<file path="config.mk">
export PLATFORM = sky130hd
export DESIGN_NAME = alu_execute_unit
export DESIGN_NICKNAME = d
export VERILOG_FILES = /design/src/rtl/alu_execute_unit.sv
export SDC_FILE = /design/constraint.sdc
export NUM_CORES = 1
export LEC_CHECK = 0
export CAP_MARGIN = 20
export CORE_MARGIN = 10
export CORE_UTILIZATION = 35
export CTS_BUF_LIST = sky130_fd_sc_hd__clkbuf_4
export DETAILED_ROUTE_END_ITERATION = 12
export PLACE_DENSITY_LB_ADDON = 0.08
export SLEW_MARGIN = 15
export SYNTH_ARGS = -nofsm -noshare
export SYNTH_HDL_FRONTEND = slang
export SYNTH_SLANG_ARGS = --single-unit
</file>
<file path="constraint.sdc">
create_clock -name clock -period 0.8 [get_ports clock]
set_input_delay 0.12 -clock clock [delete_from_list [all_inputs] [get_ports clock]]
set_output_delay 0.12 -clock clock [all_outputs]
set_load 0.01 [all_outputs]
</file>
<file path="src/rtl/alu_execute_unit.sv">
// -----------------------------------------------------------------------------
// alu_execute_unit
//
// Execute stage of a single-cycle LEGv8-style datapath. It contains three
// pieces of logic:
//   * ALU-control decode, from ALUOp and the R-type opcode field
//   * a WIDTH-bit ALU with zero, carry and signed-overflow flags
//   * two adders, one for pc + PC_INCREMENT and one for the branch target
// Every output is registered, so results appear one cycle after the inputs.
// The outputs load on every clock edge, whether or not in_valid is set.
// Consumers qualify the outputs with out_valid.
//
// Ports:
//   clock            rising-edge clock
//   reset            asynchronous, active-low reset
//   in_valid         operands and controls valid this cycle
//   alu_op1/alu_op0  ALUOp from the control unit
//   instruction_part instruction[31:21] opcode field
//   input_data_1     operand A (Rn data)
//   input_data_2     operand B (ALUSrc mux output)
//   pc               current PC
//   branch_offset    sign-extended offset, already shifted left by 2
//   out_valid        registered copy of in_valid
//   operation_code   registered decoded ALU operation
//   output_data      registered ALU result
//   output_zero      registered (output_data == 0)
//   output_carry     registered carry-out; 0 unless the op is add or subtract
//   output_overflow  registered signed overflow; 0 unless add or subtract
//   illegal_op       registered: the R-type opcode was not recognised
//   pc_plus_4        registered pc + PC_INCREMENT
//   branch_target    registered pc + branch_offset
// -----------------------------------------------------------------------------
module alu_execute_unit #(
  parameter int WIDTH        = 64,
  parameter int PC_INCREMENT = 4
) (
  input  logic             clock,
  input  logic             reset,
  input  logic             in_valid,
  input  logic             alu_op1,
  input  logic             alu_op0,
  input  logic [10:0]      instruction_part,
  input  logic [WIDTH-1:0] input_data_1,
  input  logic [WIDTH-1:0] input_data_2,
  input  logic [WIDTH-1:0] pc,
  input  logic [WIDTH-1:0] branch_offset,
  output logic             out_valid,
  output logic [3:0]       operation_code,
  output logic [WIDTH-1:0] output_data,
  output logic             output_zero,
  output logic             output_carry,
  output logic             output_overflow,
  output logic             illegal_op,
  output logic [WIDTH-1:0] pc_plus_4,
  output logic [WIDTH-1:0] branch_target
);

  typedef enum logic [3:0] {
    OP_AND   = 4'b0000,
    OP_ORR   = 4'b0001,
    OP_ADD   = 4'b0010,
    OP_EOR   = 4'b0011,
    OP_SUB   = 4'b0110,
    OP_PASSB = 4'b0111,
    OP_NOR   = 4'b1100,
    OP_ILL   = 4'b1111
  } alu_op_e;

  alu_op_e          op_d;
  logic             illegal_d;
  logic [WIDTH-1:0] result_d;
  logic             carry_d;
  logic             overflow_d;
  logic [WIDTH-1:0] b_eff;
  logic [WIDTH:0]   sum_wide;

  // ALU control decode.
  // NOTE: each variable gets a default at the top of an always_comb block.
  // Without it, any path that skips an assignment would infer a latch.
  always_comb begin
    op_d      = OP_ADD;
    illegal_d = 1'b0;
    if (alu_op1) begin
      unique case (instruction_part)
        11'b10001011000: op_d = OP_ADD;
        11'b11001011000: op_d = OP_SUB;
        11'b10001010000: op_d = OP_AND;
        11'b10101010000: op_d = OP_ORR;
        11'b11001010000: op_d = OP_EOR;
        11'b11101010000: op_d = OP_NOR;
        default: begin
          op_d      = OP_ILL;
          illegal_d = 1'b1;
        end
      endcase
    end else if (alu_op0) begin
      op_d = OP_PASSB;
    end
  end

  // One shared adder serves both ADD and SUB. For SUB, B is inverted and the
  // carry-in is 1, so the adder computes A + ~B + 1.
  assign b_eff    = (op_d == OP_SUB) ? ~input_data_2 : input_data_2;
  assign sum_wide = {1'b0, input_data_1} + {1'b0, b_eff}
                  + {{WIDTH{1'b0}}, (op_d == OP_SUB)};

  always_comb begin
    result_d   = '0;
    carry_d    = 1'b0;
    overflow_d = 1'b0;
    case (op_d)
      OP_AND:   result_d = input_data_1 & input_data_2;
      OP_ORR:   result_d = input_data_1 | input_data_2;
      OP_EOR:   result_d = input_data_1 ^ input_data_2;
      OP_NOR:   result_d = ~(input_data_1 | input_data_2);
      OP_PASSB: result_d = input_data_2;
      OP_ADD, OP_SUB: begin
        result_d   = sum_wide[WIDTH-1:0];
        carry_d    = sum_wide[WIDTH];
        // Signed overflow: both addends have the same sign and the sum
        // has the other sign.
        overflow_d = (input_data_1[WIDTH-1] == b_eff[WIDTH-1]) &&
                     (sum_wide[WIDTH-1] != input_data_1[WIDTH-1]);
      end
      default:  result_d = '0;
    endcase
  end

  // NOTE: sequential state uses non-blocking assignments. Every register
  // then samples values from before the clock edge, so the order of the
  // statements does not matter.
  always_ff @(posedge clock or negedge reset) begin
    if (!reset) begin
      out_valid       <= 1'b0;
      operation_code  <= 4'b0000;
      output_data     <= '0;
      output_zero     <= 1'b0;
      output_carry    <= 1'b0;
      output_overflow <= 1'b0;
      illegal_op      <= 1'b0;
      pc_plus_4       <= '0;
      branch_target   <= '0;
    end else begin
      out_valid       <= in_valid;
      operation_code  <= op_d;
      output_data     <= result_d;
      output_zero     <= (result_d == '0);
      output_carry    <= carry_d;
      output_overflow <= overflow_d;
      illegal_op      <= illegal_d;
      pc_plus_4       <= pc + WIDTH'(PC_INCREMENT);
      branch_target   <= pc + branch_offset;
    end
  end

endmodule

</file>
### Word-level counts from Yosys, hierarchy flattened

Cells that the tools add are included.

| storage, ports and cells | value |
|---|---|
| logic and storage cells | 46 |
| register bits after elaboration | 201 |
| output and inout bits | 201 |

| operators by class | value |
|---|---|
| eq/ne operators | 14 |
| bitwise gates (word level) | 5 |
| $add $sub $neg | 4 |
| multiplexer cells | 9 |
| reductions and logical operators | 5 |

Operator list:

| kind | number |
|---|---|
| 64-bit case mux with 6 select lines | 1 |
| 64-bit NOT | 2 |
| 11-bit == test (second input constant) | 6 |
| 64-bit by 64-bit adder with 65-bit output | 1 |
| 65-bit by 1-bit adder with 65-bit output | 1 |
| 64-bit by 3-bit adder with 64-bit output (second input constant) | 1 |
| 64-bit adder | 1 |
| 64-bit bitwise AND | 1 |
| 64-bit logical NOT | 1 |
| 64-bit two-way mux | 1 |
| 64-bit bitwise OR | 1 |
| 64-bit bitwise XOR | 1 |
| 4-bit case mux with 6 select lines | 1 |
| 4-bit by 2-bit == test with 1-bit output (second input constant) | 2 |
| 4-bit by 3-bit == test with 1-bit output (second input constant) | 2 |
| 6-bit OR reduction | 1 |
| 4-bit by 1-bit == test with 1-bit output (second input constant) | 1 |
| 4-bit == test (second input constant) | 1 |
| 4-bit logical NOT | 1 |
| 1-bit two-way mux | 4 |
| 4-bit two-way mux | 1 |
| 3-bit two-way mux | 1 |
| 2-bit OR reduction | 1 |
| 1-bit == test | 1 |
| 2 further kinds | 2 |

### Depth between registers and ports, before layout

| logic depth | value |
|---|---|
| depth after elaboration | 10 |
| mapped depth | 22 |

### Worst setup path before layout

No wires, ideal clock.

| path | value |
|---|---|
| path kind | in2reg |
| start | input port instruction_part[1] |
| end | register output_zero |
| library setup time | 0.096 ns |
| required time | 0.704 ns |
| data arrival time | 5.197 ns |
| cell stages on the path | 20 |
| path slack | -4.492 ns |
| cells stage by stage | or4b_1 -> buf_2 -> or3_1 -> clkbuf_1 -> clkbuf_1 -> xnor2_1 -> ha_1 -> clkbuf_1 -> nand2_1 -> a2111o_1 -> nor3_1 -> o211ai_1 -> a2111oi_0 -> o2111a_1 -> a221o_1 -> xor2_1 -> a21oi_1 -> o2111ai_1 -> or4_1 -> nor4_2 |

| on the way | value |
|---|---|
| cells in the longest elaborated chain, start to end | 9 |

Ends and longest elaborated chain:

| element | RTL line | source |
|---|---|---|
| start: declaration | 42 | `input logic [10:0] instruction_part,` |
| 11-bit == test | 84 | `unique case (instruction_part)` |
| 4-bit case mux with 6 select lines (*) | 84 |  |
| 4-bit two-way mux (*) | 83 | `if (alu_op1) begin` |
| 4-bit by 3-bit == test with 1-bit output | 103, 105, 111 |  |
| 64-bit two-way mux | 103 | `assign b_eff = (op_d == OP_SUB) ? ~input_data_2 : input_data_2;` |
| 64-bit by 64-bit adder with 65-bit output | 104 | `assign sum_wide = {1'b0, input_data_1} + {1'b0, b_eff}` |
| 65-bit by 1-bit adder with 65-bit output | 105 | `+ {{WIDTH{1'b0}}, (op_d == OP_SUB)};` |
| 64-bit case mux with 6 select lines (*) | 111 | `case (op_d)` |
| 64-bit logical NOT (*) | 147 | `output_zero <= (result_d == '0);` |
| end signal: assignment | 147 |  |
| end: declaration | 50 | `output logic output_zero,` |

Mark *: on every way between the ends. The rest lies on a longest branch, timed or not.

### Final worst setup path

| path | value |
|---|---|
| start | input port instruction_part[0] |
| end | register output_zero |

| on the way | value |
|---|---|
| cells in the longest elaborated chain, start to end | 9 |

Ends and longest elaborated chain:

| element | RTL line | source |
|---|---|---|
| 11-bit == test | 84 |  |
| 4-bit case mux with 6 select lines (*) | 84 |  |
| 4-bit two-way mux (*) | 83 |  |
| 4-bit by 3-bit == test with 1-bit output | 103, 105, 111 |  |
| 64-bit two-way mux | 103 |  |
| 64-bit by 64-bit adder with 65-bit output | 104 |  |
| 65-bit by 1-bit adder with 65-bit output | 105 |  |
| 64-bit case mux with 6 select lines (*) | 111 |  |
| via result_d[37] | 71 | `logic [WIDTH-1:0] result_d;` |
| 64-bit logical NOT (*) | 147 |  |

The timed path passes the listed nets; every way through them passes the cells marked *.

==> flow_summary.toml <==
[grt]
grt_usage_pct = 29.27
grt_pass1_wl_mm = 143.9
grt_max_degree = 46
antenna_found_initial = 24
grt_pass1_vias = 24119
overflow = 0

[synth]
syn_area_um2 = 18940
ys_warn_count = 0
async_flop_share_pct = 100.0
syn_inst = 2248
yosys.cell_types.count = 89
synth_top_flop_cell = "dfrtp_1"
syn-mean-instance-area_um2 = 8.424
synth_edf_count = 0
synth_nets = 2791
synth-seq-cells = 201
synth_seq_area_share_pct = 26.56

[sta]
setup_viol = 465
post-route-min-period_ns = 4.671
rsz0062_at_grt = "yes"
setup_slack_ns = -3.871
worst_pin_slew_ns = 0.9408
period_share_pct = 583.8
setup-tns-final_ns = -476.56
fmax_mhz = 214.1
hold_viol = 70
whs_ns = -0.2379
slew_headroom_pct = 37.07
slew_viol_final = 0

[floorplanning]
chipWidth_um = 252.6
die-area_um2 = 63810
initial_core_util_pct = 35.26
core_um2 = 53710
rows = 85
ios = 473
die_h_um = 252.6

[place]
hpwlAfterDp_mm = 76.56
io_buffers = 472
place_ws_ns = -5.018
gp_congestion = 0.9548
placed_cells = 4141

[hold_path]
min_path_type = "input pin to flop"
hold_start = "branch_offset[1]"

[run_status]
violations = "hold timing, setup timing"
outcome = "finished, violations left"

[critical_path]
path_common_cell = "buf_4"
path_delay_family = "simple AND/OR/NAND/NOR gates"
crit_arrival_ns = 5.37
critical_path_class = "input pin to flop"
worstPathMaxFanout = 9
slowest_stage = "or4_1"
cp.depth = 22
cpPeakStageDelay_ns = 0.57
cp.required_ns = 1.50
critPathLaunch = "instruction_part[0]"
path_cells = "buf_2 -> or4b_4 -> or3_4 -> buf_12 -> buf_4 -> xnor2_4 -> ha_4 -> nand2_1 -> o21ai_2 -> buf_4 -> a21oi_4 -> nor3_4 -> a31oi_4 -> o211a_4 -> o31a_1 -> xor2_1 -> o21ai_1 -> or4_1 -> nor4_2 -> buf_4 -> nand4_1 -> nor4_2"
path_buf_inv = 5
cp-endpoint = "output_zero"
end_kind = "flop"
worstSetupStartpointType = "input pin"

[layout]
fillers = 4461
final_cells = 4493
nets = 4270
drive_above_1_share_pct = 46.61
areaGrowthSynthToFinish_pct = 89.76

[clocking]
root_buffer = "clkbuf_4"
cts_sinks = 201
clock_path_buffers = 3
cts_tree = "built"
cts_buffers = 66
htreeDepth = 3
clk_pin_slew_ns = 0.06

[route]
routed_wl_mm = 97.77
vias_per_cell = 5.212
ant_nets = 0
drtIter0Drc = 1186
drc = 0
dr.pass1.iters = 5
wire_per_inst_um = 21.76
vias = 23419

[power_and_ir_drop]
vdd_drop_max_uv = 858.2
p_leak_uw = 0.01741
p_per_area_nw_per_um2 = 1272

[job]
max_cap_violations = 0
[layout by cell type (no fill, tap or decap), types with 17 or more instances in the layout]
| cell | instances |
|---|---|
| dfrtp_1 | 201 |
| nand4_1 | 40 |
| nand2_2 | 28 |
| o211ai_1 | 18 |
| nor2_4 | 17 |
| dlygate4sd2_1 | 28 |
| a21o_1 | 57 |
| clkinv_1 | 19 |
| buf_6 | 158 |
| o21ai_2 | 44 |
| o21ai_1 | 30 |
| ha_4 | 45 |
| nand3_1 | 31 |
| inv_1 | 170 |
| a21oi_1 | 107 |
| clkbuf_4 | 85 |
| diode_2 | 19 |
| clkdlybuf4s50_1 | 185 |
| a21oi_2 | 55 |
| o21ai_0 | 85 |
| xnor2_1 | 134 |
| a221o_1 | 34 |
| buf_2 | 146 |
| xor2_1 | 52 |
| ha_1 | 219 |
| xnor2_2 | 29 |
| dlygate4sd3_1 | 67 |
| buf_4 | 866 |
| nand2_1 | 180 |
| o21a_1 | 19 |
| nor3_1 | 22 |
| nor2_1 | 81 |
| and3_1 | 22 |
| nand3_2 | 24 |
[sequential cells by signal, summed over array words and instances, names as in the netlist]
register,flops
operation_code,4
output_zero,1
illegal_op,1
pc_plus_4,64
out_valid,1
output_data,64
branch_target,64
output_overflow,1
output_carry,1
[cell families (layout without fill, tap and decap cells)]
| logic type | count (synthesis) | count (layout) | synth area share, % |
|---|---|---|---|
| flops | 201 | 201 | 26.56 |
| compound gates | 652 | 652 | 22.66 |
| simple gates | 613 | 613 | 16.13 |
| mux | 10 | 10 | 0.5418 |
| other cells | 0 | 19 | 0 |
| fa+ha+maj | 271 | 271 | 17.98 |
| xor+xnor | 233 | 233 | 10.78 |
| buf+inv | 268 | 1798 | 5.339 |
[layer usage]
metal	routed length, um	GRT usage [%]
met5	57	0
met4	3978	12.88
met3	7271	6.734
met2	46330	49.09
met1	40130	35.21
[cells in the mapped netlist (all sizes together) (5+ instances only)]
| cell | count | area [um^2] |
|---|---|---|
| a22o | 5 | 43.79 |
| or4 | 8 | 60.06 |
| nand3b | 6 | 45.04 |
| nor3 | 41 | 221.5 |
| o21a | 19 | 142.6 |
| a31oi | 18 | 118.9 |
| ha | 269 | 3366 |
| buf | 13 | 53.80 |
| a211o | 10 | 87.58 |
| nand4b | 5 | 43.79 |
| o31ai | 11 | 82.58 |
| o21ai | 164 | 824.5 |
| a221oi | 20 | 175.2 |
| xnor2 | 174 | 1524 |
| or3 | 13 | 81.33 |
| nor4b | 5 | 50.04 |
| a211oi | 27 | 202.7 |
| nor2b | 14 | 87.58 |
| a21oi | 171 | 855.8 |
| xor2 | 59 | 516.8 |
| and3 | 28 | 175.2 |
| nor2 | 110 | 412.9 |
| nand2 | 213 | 799.5 |
| a22oi | 16 | 120.1 |
| a221o | 34 | 340.3 |
| o221ai | 6 | 52.55 |
| a21boi | 5 | 37.54 |
| o2111ai | 5 | 43.79 |
| a21o | 58 | 435.4 |
| o31a | 7 | 61.31 |
| nand3 | 60 | 300.3 |
| mux2i | 8 | 80.08 |
| nand4 | 40 | 250.2 |
| nand2b | 17 | 106.4 |
| clkbuf | 78 | 292.8 |
| o21bai | 14 | 105.1 |
| o211ai | 18 | 135.1 |
| dfrtp | 201 | 5030 |
| and4 | 5 | 43.79 |
| inv | 177 | 664.4 |
| and2 | 10 | 62.56 |
| nor4 | 18 | 133.9 |
[area by class of cell]
cell class | instances | area [um^2] | share of cell area [%]
flip-flops and latches | 201 | 5030 | 14.00
repair buffers | 1502 | 12480 | 34.73
diodes | 19 | 47.55 | 0.1323
inverters | 177 | 666.9 | 1.856
clock buffers | 85 | 638.1 | 1.776
multi-input cells | 1779 | 16000 | 44.52
well taps | 696 | 870.8 | 2.423
clock inverters | 34 | 202.7 | 0.5641
[power by group]
part / switching, uW / total, uW / internal (uW)
Combinational: 10700 / 22400 / 11700
Sequential: 621 / 12000 / 11400
Clock: 5590 / 11300 / 5700
Total: 16900 / 45700 / 28800
[stage by stage]
step,power (uW),utilization [%],hold slack (ns),instance area [um^2]
after CTS,44550,64.26,-0.5015,34510
after global routing,48260,66.89,-0.2527,35920
after floorplan,19930,-,-0.1756,20260
after global placement,31520,58.78,0.004534,31570
after detailed placement,31710,58.78,0.01095,31570
final,45720,66.91,-0.2379,35930
[timing repair]
action                                  CTS  global route
resized for setup                      1404           238
endpoints found under the hold margin   273            97
cloned                                    1             0
pin swaps                               209           168
setup endpoints to repair               386           463
hold buffers                             63            21
buffers inserted                        100            63
[how the worst min path moves through the flow]
stage                        to  slack [ns]  cells after the start
2_1_floorplan  branch_target[0]       -0.18                      0
5_1_grt        branch_target[1]       -0.25                      4
6_report       branch_target[1]       -0.24                      4
4_1_cts        branch_target[0]       -0.50                      2
3_3_place_gp      pc_plus_4[15]       0.005                      1
3_5_place_dp      pc_plus_4[15]        0.01                      1
Note: power is estimated with default switching activity, not from simulation.
==> edit 1, RTL diff (same settings) <==
Take the reset off `output_data` and load it in a clocked block of its own.
--- a/src/rtl/alu_execute_unit.sv
+++ b/src/rtl/alu_execute_unit.sv
@@ -134,5 +134,4 @@
       out_valid       <= 1'b0;
       operation_code  <= 4'b0000;
-      output_data     <= '0;
       output_zero     <= 1'b0;
       output_carry    <= 1'b0;
@@ -144,5 +143,4 @@
       out_valid       <= in_valid;
       operation_code  <= op_d;
-      output_data     <= result_d;
       output_zero     <= (result_d == '0);
       output_carry    <= carry_d;
@@ -154,4 +152,8 @@
   end
 
+  always_ff @(posedge clock) begin
+    output_data <= result_d;
+  end
+
 endmodule
 
Formal check against the unedited RTL: not equivalent (a bounded check fails within 4 cycles, from zero or initial values and one cycle with reset low).
==> edit 1 against the unedited design <==
Critical path depth unchanged; worst setup slack gained 160 ps; synthesized area fell by 1.7%; power down 0.48%; sequential cell count did not move; synthesized cell count unchanged; first-iteration DRC count up 38%; worst hold slack worse by 210 ps; sequential share of layout area shrank 1.2 points; largest cell class unchanged; combinational power is 5% higher; the run still ends with negative hold slack, negative setup slack left; wire length down 1.9%; cell area is 2.4% higher; via count fell by 0.48%.
==> edit 1: results (changes against the unedited design) <==
HP Class=primary input to register; asr flop ratio synth=0.6816 (-0.3184); worst hold slack=-450.9 ps (-213.0 ps); status=complete, but fails checks; Synth Warn #=0 (unchanged); maximum vdd drop=934.8 uV (+8.9%); Root Buffer Master=clkbuf_4; post-synthesis sequential area ratio=0.2530 (-0.01264); top cells by area, synth=dfrtp_1, ha_1, xnor2_1, dfxtp_1, a21oi_1; final worst slack=-3716 ps (+155.1 ps); Max-cap violations=0 (unchanged); layout cells sized above 1=0.4152 (-0.05094); Vias=23,306 (-0.48%); leakage=17.23 nW (-1.0%); largest net degree at the start of global routing=28 (-39%); biggest regs=branch_target (64), output_data (64), pc_plus_4 (64); DRT Pass-1 Iters=5 (unchanged); nets@finish=4,248 (-0.52%); crit path DAT=5240 ps (-130 ps); met2 Usage GRT=0.4766 (-0.01432); clock slew at reported path FFs=around 70 ps; Syn Nets=2,791 (unchanged); Fin. Hold Viols=16 (-77%); Port Buffer Count=472 (unchanged); grt met1 use=0.3421 (-0.009995); Starting DRT DRC Count=1,635 (+38%); Placer Congestion=0.9643 (+0.99%); failing checks=negative hold slack, negative setup slack; Yosys cell types=90 (+1.1%); DP Worst Slack=-5123 ps (-105.6 ps); Longest Clk Path Bufs=3 (unchanged); global-route wire length before repair=138.6 mm (-3.6%); synth cell count leaders=ha_1, nand2_1, inv_1; initial antenna violation count=22 (-8.3%); Num CTS Buffers=58 (-12%); htree depth=2 (-1); GRT Total Usage=0.2800 (-0.01269); DP Wirelength=75.73 mm (-1.1%); GR Layer Usage met3=0.05265 (-0.01469); final setup TNS=-492,440 ps (-15,880 ps); worst slew pin tran=809.8 ps (-131.0 ps); Final setup viols=394 (-15%); CP max FO=5 (-4); hold depth=2 (-2); Post-Route WL=95.90 mm (-1.9%); FILL cells=4,026 (-9.8%)
edit 1: cell types whose count changed after synthesis, sizes merged:
cell   unedited run  this run
dfxtp             0        64
dfrtp           201       137
edit 1: worst max-delay path, stage by stage:
cell and delay, ps:
buf_6 90, or4b_4 550, or3_4 500, buf_12 200
xnor2_4 230, ha_4 260, a211oi_4 310, a21oi_4 120
o31ai_4 270, buf_12 160, nor3_4 40, o211ai_1 190
buf_4 170, a2111oi_4 70, o2111a_2 330, a221o_1 390
buf_4 160, nand2_2 90, o32a_1 200, o2111ai_2 120
or4_1 440, nor4_2 220
edit 1: timing repair:
item                                    in CTS  in global routing
pin swaps                                  105                245
cloned                                       3                  0
hold buffers                                48                 54
endpoints found under the setup margin     388                397
gates resized for setup                    264                554
buffers inserted                            38                 89
endpoints found under the hold margin      197                 67
edit 1: layout make-up:
| class | instances | area share |
|---|---|---|
| inverter | 177 | 0.01813 |
| antenna | 20 | 0.001360 |
| multi-input combinational | 1779 | 0.4508 |
| clock inverter | 26 | 0.003911 |
| timing repair buffer | 1488 | 0.3570 |
| sequential | 201 | 0.1282 |
| tap | 688 | 0.02340 |
| clock buffer | 84 | 0.01714 |
edit 1: final timing paths:
kind                                      from                 to
worst min-delay path          branch_offset[0]   branch_target[0]
min in group asynchronous                reset      pc_plus_4[25]
worst max-delay path       instruction_part[1]        output_zero
max in group asynchronous                reset  branch_target[55]
edit 1: stage by stage:
stage / cells / area [sq um] / power, mW
5_1_grt: 4460 / 36780 / 48.08
4_1_cts: 4327 / 33730 / 43.23
6_report: 4463 / 36790 / 45.50
2_1_floorplan: 2248 / 19910 / 19.86
3_5_place_dp: 4133 / 31180 / 31.55
3_3_place_gp: 4133 / 31180 / 31.39
edit 1: cells by family (layout without fill, tap and decap cells):
kind of cell | after synthesis | in the layout | share of synthesized area
compound gates | 652 | 652 | 0.2305
simple gates | 613 | 613 | 0.1641
fa+ha+maj | 271 | 271 | 0.1829
buf+inv | 268 | 1775 | 0.05430
xor+xnor | 233 | 233 | 0.1096
flops | 201 | 201 | 0.2530
mux | 10 | 10 | 0.005511
other cells | 0 | 20 | 0
edit 1: report_power, final:
group	total [mW]	internal (mW)	switching (mW)
Sequential	11.8	11.4	0.440
Combinational	23.5	12.7	10.8
Clock	10.2	5.20	5.03
Total	45.5	29.2	16.3
edit 1: metal layers:
metal	wire, um	vias up
li1	-	11093
met1	39810	11291
met2	47110	752
met3	5491	166
met4	3468	4
met5	31	-
==> edit 2, RTL diff (same settings) <==
Made on the original files. The parameter `WIDTH` goes from 64 to 96.
--- a/src/rtl/alu_execute_unit.sv
+++ b/src/rtl/alu_execute_unit.sv
@@ -32,5 +32,5 @@
 // -----------------------------------------------------------------------------
 module alu_execute_unit #(
-  parameter int WIDTH        = 64,
+  parameter int WIDTH        = 96,
   parameter int PC_INCREMENT = 4
 ) (
Ports: changed (7 resized); port bits go from 473 to 697. The function was not compared with the original's and may differ.
==> edit 2 against the unedited design <==
The run still ends with negative hold slack, negative setup slack left; worst setup slack worse by 580 ps; cell area up 58%; count of clock-buffer cells in the layout up 37; clock power up 39%; non-clock buffer count up 917; maximum frequency down 11%; global-route usage up 3.1 points; power up 73%; first-iteration DRC count up 110%; wire length up 66%; synthesized area up 52%; sequential cell count up 96; core utilization up 2.8 points.
==> edit 2: results (changes against the unedited design) <==
dpl cells=6,386 (+54%); FILL cells=6,490 (+45%); mean post-synth cell area=8.329 sq um (-1.1%); Worst Hold End=branch_target[0]; Num CTS Buffers=89 (+35%); Syn Nets=4,251 (+52%); post-synthesis sequential area ratio=0.2584 (-0.007203); final non-filler cell total=6,976 (+55%); Placed Area=0.04799 sq mm (+52%); global-route wire length before repair=233.7 mm (+62%); status=complete, but fails checks; hold depth=2 (-2); layout cells sized above 1=0.4240 (-0.04212); DRT Pass-1 Iters=9 (+4); top cells by area, synth=dfrtp_1, ha_1, xnor2_1, a21oi_1, nand2_1; Vias per Instance=5.316 (+2.0%); Yosys cell types=79 (-11%); worst hold start=branch_offset[0]; final worst slack=-4452 ps (-581.2 ps); biggest regs=branch_target (96), output_data (96), pc_plus_4 (96); initial antenna violation count=42 (+75%); Post-Route WL=161.9 mm (+66%); worst hold slack=-582.2 ps (-344.3 ps); Fin. Hold Viols=45 (-36%); Final setup viols=578 (+24%); failing checks=negative hold slack, negative setup slack; Port Buffer Count=696 (+47%); Starting DRT DRC Count=2,521 (+110%); worst slew pin tran=733.4 ps (-207.4 ps); leakage=26.74 nW (+54%); Placer Congestion=1.007 (+5.4%); maximum vdd drop=1490 uV (+74%)
-- edit 2: changes by cell type after synthesis, moves of 87 or more --
| cell | before | now |
|---|---|---|
| dfrtp_1 | 201 | 297 |
| inv_1 | 177 | 264 |
| a21oi_1 | 171 | 311 |
| nor2_1 | 110 | 206 |
| ha_1 | 269 | 396 |
| xnor2_1 | 174 | 271 |
-- edit 2: power breakdown --
part	total [mW]	internal (mW)	switching, mW	leakage [nW]
Combinational	45.9	24.3	21.6	22.5
Clock	15.7	7.79	7.86	0.678
Sequential	17.7	17.0	0.725	3.58
-- edit 2: cells by family after synthesis --
logic type | after synthesis | share of synthesized area
and+or+nand+nor | 944 | 0.1617
xor gates and xnor gates | 365 | 0.1111
adders and majority gates | 398 | 0.1737
AOI/OAI and AO/OA | 1020 | 0.2369
buffers and inverters | 420 | 0.05486
muxes | 9 | 0.003350
DFF | 297 | 0.2584
-- edit 2: worst max-delay path by stage --
| stage | startpoint | to | slack, ps | depth (start not counted) |
|---|---|---|---|---|
| 2_1_floorplan | instruction_part[5] | output_zero | -4780 | 26 |
| 3_3_place_gp | instruction_part[5] | output_zero | -5860 | 24 |
| 3_5_place_dp | instruction_part[5] | output_zero | -5930 | 26 |
| 4_1_cts | instruction_part[1] | output_zero | -4220 | 28 |
| 5_1_grt | instruction_part[0] | output_zero | -4580 | 27 |
| 6_report | instruction_part[0] | output_zero | -4450 | 28 |
-- edit 2: area by class of cell --
class                           instances  area, sq um  share of cell area
Multi-Input combinational cell       2736        24770              0.4350
Timing Repair Buffer                 2419        21170              0.3719
Sequential cell                       297         7432              0.1305
Tap cell                             1070         1339             0.02351
Inverter                              265        999.7             0.01756
Clock buffer                          122        915.9             0.01609
Clock inverter                         36        232.7            0.004088
Antenna cell                           31        77.57            0.001363
-- edit 2: layer usage --
layer  vias up  share of wire  GRT usage
met5         -        0.00022          0
met4         6          0.057     0.1766
met3       397          0.063    0.06226
met2      1422           0.49     0.5671
met1     17901           0.39     0.3672
li1      17356              -          -
-- edit 2: per-stage QoR --
step	setup WS [ps]	total power [mW]	hold slack, ps	TNS [ps]
3_3_place_gp	-5857	55.10	-5.655	-837530
5_1_grt	-4583	83.28	-643.4	-884640
2_1_floorplan	-4779	33.02	-175.6	-516510
6_report	-4452	79.30	-582.2	-846170
4_1_cts	-4219	76.40	-696.2	-900400
3_5_place_dp	-5932	55.18	-4.878	-844760
-- edit 2: timing repair --
item                       4_1_cts  5_1_grt
buffers inserted               190       87
resized for setup              822      417
gates cloned                     4        0
pin swaps                      297      251
hold endpoints to repair       460       81
hold buffers                   154       45
setup endpoints to repair      573      633
